$ cat config.mk
export PLATFORM = sky130hd
export DESIGN_NAME = deco7seg_mux
export DESIGN_NICKNAME = d
export VERILOG_FILES = /design/src/rtl/deco7seg_pkg.sv /design/src/rtl/deco_hex_7seg.sv /design/src/rtl/deco7seg_mux.sv
export SDC_FILE = /design/constraint.sdc
export NUM_CORES = 1
export LEC_CHECK = 0
export BUFFER_PORTS_ARGS = -buffer_cell sky130_fd_sc_hd__buf_2
export CORE_UTILIZATION = 55
export DETAILED_ROUTE_END_ITERATION = 10
export HOLD_SLACK_MARGIN = 0.05
export PLACE_DENSITY = 0.9
export RECOVER_POWER = 50
export REMOVE_ABC_BUFFERS = 1
export SLEW_MARGIN = 20
export SYNTH_ARGS = -nofsm -noshare
export SYNTH_HDL_FRONTEND = slang
export SYNTH_SLANG_ARGS = --single-unit
$ cat constraint.sdc
create_clock -name clk -period 2.9 [get_ports clk]
set_input_delay 0.58 -clock clk [delete_from_list [all_inputs] [get_ports clk]]
set_output_delay 0.58 -clock clk [all_outputs]
set_load 0.02 [all_outputs]
$ cat src/rtl/deco7seg_pkg.sv
// Shared types and the active-high hex-to-segment table for the multiplexed 7-segment driver.
package deco7seg_pkg;

    typedef logic [6:0] seg7_t;  // {g,f,e,d,c,b,a}

    localparam seg7_t SEG_APAGADO = 7'b0;

    localparam seg7_t SEG_HEX [16] = '{
        7'h3F, 7'h06, 7'h5B, 7'h4F,  // 0 1 2 3
        7'h66, 7'h6D, 7'h7D, 7'h07,  // 4 5 6 7
        7'h7F, 7'h6F, 7'h77, 7'h7C,  // 8 9 A b
        7'h39, 7'h5E, 7'h79, 7'h71   // C d E F
    };

endpackage

$ cat src/rtl/deco_hex_7seg.sv
// Combinational nibble to active-high segment pattern lookup.
module deco_hex_7seg
    import deco7seg_pkg::*;
(
    input  logic [3:0] nib,
    output seg7_t      seg
);

    assign seg = SEG_HEX[nib];

endmodule

$ cat src/rtl/deco7seg_mux.sv
// Multiplexed N-digit 7-segment driver: display register, refresh prescaler, scan index,
// leading-zero blanking and a registered, polarity-corrected output stage.
module deco7seg_mux
    import deco7seg_pkg::*;
#(
    parameter int N_DIGITOS       = 4,
    parameter int CICLOS_REFRESCO = 50000,
    parameter bit ACTIVO_BAJO     = 1'b1
) (
    input  logic                                           clk,
    input  logic                                           rst,
    input  logic [4*N_DIGITOS-1:0]                         valor,
    input  logic                                           cargar,
    input  logic                                           habilitar,
    input  logic                                           blank_ceros,
    output seg7_t                                          seg,
    output logic [N_DIGITOS-1:0]                           anodo,
    output logic [((N_DIGITOS > 1) ? $clog2(N_DIGITOS) : 1)-1:0] digito_act
);

    localparam int IW = (N_DIGITOS > 1) ? $clog2(N_DIGITOS) : 1;
    localparam int PW = $clog2(CICLOS_REFRESCO + 1);
    localparam int DW = 4 * N_DIGITOS;

    // XOR masks: the only place where board polarity enters the design
    localparam seg7_t                SEG_POL = ACTIVO_BAJO ? '1 : '0;
    localparam logic [N_DIGITOS-1:0] AN_POL  = ACTIVO_BAJO ? '1 : '0;

    if (N_DIGITOS < 1 || N_DIGITOS > 8 || CICLOS_REFRESCO < 1) begin : g_param_chk
        $fatal(1, "deco7seg_mux: N_DIGITOS must be 1..8 and CICLOS_REFRESCO >= 1");
    end

    logic [PW-1:0]        presc;
    logic [DW-1:0]        disp;
    logic [3:0]           nib;
    logic [N_DIGITOS-1:0] an_raw;
    logic [N_DIGITOS-1:0] an_nxt;
    logic                 zero_hi;
    seg7_t                seg_dec;
    seg7_t                seg_raw;

    // Select the lit digit's nibble and anode; zero_hi means this digit and all above it are 0
    always_comb begin
        nib     = 4'h0;
        an_raw  = '0;
        zero_hi = 1'b0;
        for (int k = 0; k < N_DIGITOS; k++) begin
            if (digito_act == IW'(k)) begin
                nib       = disp[4*k +: 4];
                an_raw[k] = 1'b1;
                zero_hi   = ((disp >> (4*k)) == '0);
            end
        end
    end

    deco_hex_7seg u_deco (
        .nib (nib),
        .seg (seg_dec)
    );

    // Blank digits keep their anode asserted so the scan duty stays uniform
    always_comb begin
        seg_raw = seg_dec;
        an_nxt  = an_raw;
        if (blank_ceros && digito_act != '0 && zero_hi) begin
            seg_raw = SEG_APAGADO;
        end
        if (!habilitar) begin
            seg_raw = SEG_APAGADO;
            an_nxt  = '0;
        end
    end

    always_ff @(posedge clk) begin
        if (rst) begin
            presc      <= '0;
            digito_act <= '0;
            disp       <= '0;
            seg        <= SEG_APAGADO ^ SEG_POL;
            anodo      <= AN_POL;
        end else begin
            if (cargar) begin
                disp <= valor;
            end
            if (presc == PW'(CICLOS_REFRESCO - 1)) begin
                presc      <= '0;
                // explicit wrap so non-power-of-2 digit counts never select a missing digit
                digito_act <= (digito_act == IW'(N_DIGITOS - 1)) ? '0 : digito_act + IW'(1);
            end else begin
                presc <= presc + PW'(1);
            end
            seg   <= seg_raw ^ SEG_POL;
            anodo <= an_nxt ^ AN_POL;
        end
    end

endmodule

==> summary.md <==
| Metric | Value |
|---|---|
| Fin crit period | `roughly 2.6 ns` |
| Core area | `between 3000 and 4000 sq um` |
| Root Driver | `clkbuf_8` |
| Sink Count | `45` |
| Register bit total from synthesis | `45` |
| CTS resizes | `0` |
| Syn-to-layout area delta | `13.68%` |
| Lkg Pwr | `roughly 1 nW` |
| Synth Instances | `about 220` |
| Diode count | `0` |
| Most used DFF post-synth | `dfxtp_1` |
| Num ports | `34` |
| Routed len/inst | `about 13 um` |
| YS warnings | `0` |
| Worst skew pair latency | `around 0.30 ns` |
| Port Buffers | `33` |
| Worst EP arrival | `~2.8 ns` |
| Post-Syn Area | `approximately 2100 sq um` |
| Max Freq | `~380 MHz` |
| CTS Buf Count | `5` |
| Die W | `64.24 um` |
| Largest net degree at the start of global routing | `22` |
| Total Power | `~0.0013 W` |
| Routed WL | `just over 4000 um` |
| Cell taking the most area after synthesis | `dfxtp_1` |
| Total of max-cap violations | `0` |
| Die ar. | `4127 sq um` |
| Crit-path max cell delay | `0.55 ns` |
| Site Rows | `22` |
| Vias | `around 1,700` |
| Synth cell count leaders | `45 x dfxtp_1, 38 x nor2_1, 21 x mux2i_1` |
| Seq/Total Area, Yosys | `0.4228` |
| Post-CTS setup buffer count | `0` |
| Fin. Hold Viols | `0` |
| Critical Path Start Type | `flip-flop` |
| Slew margin rel. | `0.2220` |
| Detailed-router iteration count before antenna repair | `4` |
| RSZ-0062 raised after global routing | `false` |
| Dpl hpwl | `about 3000 um` |
| Top cells by area, synth | `dfxtp_1 42%, mux2i_1 9.9%, nor2_1 6.7%` |
| CP Data Required Time | `slightly above 3 ns` |
| Final ANT Viol Nets | `0` |
| Die H | `roughly 64 um` |
| Area of the multi-input gates | `roughly 1200 sq um` |
| Setup CP Type | `flip-flop to flip-flop` |
| Clock Skew | `approximately 0.0047 ns` |
| CTS tree | `yes` |
| Vias in the first global route | `roughly 1,600` |
| Initial core utilization | `0.5777` |
| CP max-delay cell | `ha_1` |
| Status | `complete, no violations` |
| CTS hold repair buffers | `0` |
| Antenna violations before repair | `0` |
| Post-synth top area share | `0.4228` |
| Gr ovfl total | `0` |
| Post-synth ARST share | `0` |
| CP endpoint kind | `flip-flop` |
| CP Cell Sequence | `ha_1, or2_1, a221oi_1, nor3_2, inv_1, ha_1, mux2_1, nand2_1, o211ai_1` |
| Vias per inst | `5.402` |
| Worst-Margin Slew | `approximately 1.2 ns` |
| Post-synth EDFFs | `0` |
| Top-count cell post-synth | `dfxtp_1` |
| GRT Total Usage | `0.2221` |
| Worst IR Drop VDD | `0.0003431 V` |
| Final setup vio count | `0` |
| Hold Crit Class | `flip-flop to flip-flop` |
| Clock-pin slew on the worst setup and hold paths | `0.08 ns` |
| Synth cell types | `40` |
| Syn Area/Cell | `between 9 and 10 sq um` |
| First-pass GRT wire length | `roughly 7000 um` |
| Fillers | `312` |
| Placer Congestion | `about 0.90` |
| CP max FO | `14` |
| Share of post-route cells with drive strength above 1 | `0.1434` |
| Clock Path Buffers | `2` |
| Setup TNS | `0 ns` |
| Drt first-iter violations | `slightly above 100` |
| Fin crit share | `0.9036` |
| Critical path's most frequent cell | `ha_1` |
| Htree depth | `2` |
| Register area | `approximately 900 sq um` |
| Slew Viols, Final | `0` |
| DRC viols | `0` |
| Final #Nets | `approximately 290` |
| Pwr/cell area | `521.3 nW/um^2` |
-- per-stage QoR --
| stage | setup WS, ns | util | cells | hold slack, ns | instance area (sq um) |
|---|---|---|---|---|---|
| after floorplan | 0.4904 | - | 217 | 0.4300 | 2093 |
| after global placement | 0.4593 | 0.6286 | 298 | 0.4434 | 2318 |
| after detailed placement | 0.3236 | 0.6286 | 298 | 0.4573 | 2318 |
| after CTS | 0.2844 | 0.6601 | 306 | 0.4751 | 2435 |
| after global routing | 0.08958 | 0.6567 | 306 | 0.4843 | 2422 |
| final | 0.2795 | 0.6567 | 306 | 0.4734 | 2422 |
-- logic make-up after synthesis --
kind of cell / share of synthesized area
AOI/OAI and AO/OA: 0.07751
xor gates and xnor gates: 0.05755
adders and majority gates: 0.06459
buffers and inverters: 0.03699
DFF: 0.4228
muxes: 0.1145
and+or+nand+nor: 0.2261
-- path summary, 6_finish.rpt --
| check | startpoint | to | slack (ns) | cells after the start |
|---|---|---|---|---|
| max reg2reg | digito_act[0] | seg[5] | 0.28 | 9 |
| min | presc[0] | presc[0] | 0.47 | 1 |
| min reg2reg | presc[0] | presc[0] | 0.47 | 1 |
| max | digito_act[0] | seg[5] | 0.28 | 9 |
-- critical path: cells and delay by family, from the launching register on --
family	cells	cell delay, ns
and+or+nand+nor	3	0.60
AOI/OAI and AO/OA	2	0.15
DFF	1	0.43
buffers and inverters	1	0.15
adders and majority gates	2	0.83
muxes	1	0.30
-- placed cells by master, fill, tap and decap left out, types with 2 or more instances in the layout --
cell type / count
a21oi_1: 3
nor4_1: 5
o211ai_1: 2
clkbuf_8: 6
nor2_1: 38
mux2i_1: 21
nor3_2: 2
nor3_1: 2
inv_1: 10
dfxtp_1: 45
a221oi_1: 2
nand2_1: 16
nor3b_1: 4
nand4_1: 5
buf_2: 23
and3_1: 4
clkbuf_1: 11
o221ai_1: 3
xor2_1: 7
nand3_1: 3
nand2b_1: 3
a221oi_4: 2
a211oi_1: 2
or2_1: 2
ha_1: 11
xnor2_1: 7
mux2_1: 2
nor2b_1: 4
-- per-layer routing --
| metal | vias to the layer above | share of wire | global-route usage | wire (um) |
|---|---|---|---|---|
| li1 | 837 | - | - | - |
| met1 | 775 | 0.45 | 0.2663 | 1858 |
| met2 | 34 | 0.49 | 0.3605 | 1994 |
| met3 | 7 | 0.043 | 0.05893 | 175 |
| met4 | 0 | 0.020 | 0.1167 | 81 |
| met5 | - | 0 | 0 | 0 |
-- state kept, by name, summed over array words and instances, names as in the netlist --
name,count
disp,16
presc,16
seg,7
anodo,4
digito_act,2
-- power breakdown --
group          total (W)  switching [W]  internal [W]
sequential      0.000659      0.0000173      0.000642
clock           0.000482       0.000201      0.000281
combinational   0.000122      0.0000682     0.0000537
total            0.00126       0.000287      0.000976
-- layout make-up --
cell class | instances | area share
timing repair buffer | 33 | 0.06302
sequential | 45 | 0.3719
tap | 48 | 0.02479
clock buffer | 7 | 0.03564
inverter | 11 | 0.01705
clock inverter | 1 | 0.01240
multi-input combinational | 161 | 0.4752
Note: power is estimated with default switching activity, not from simulation.
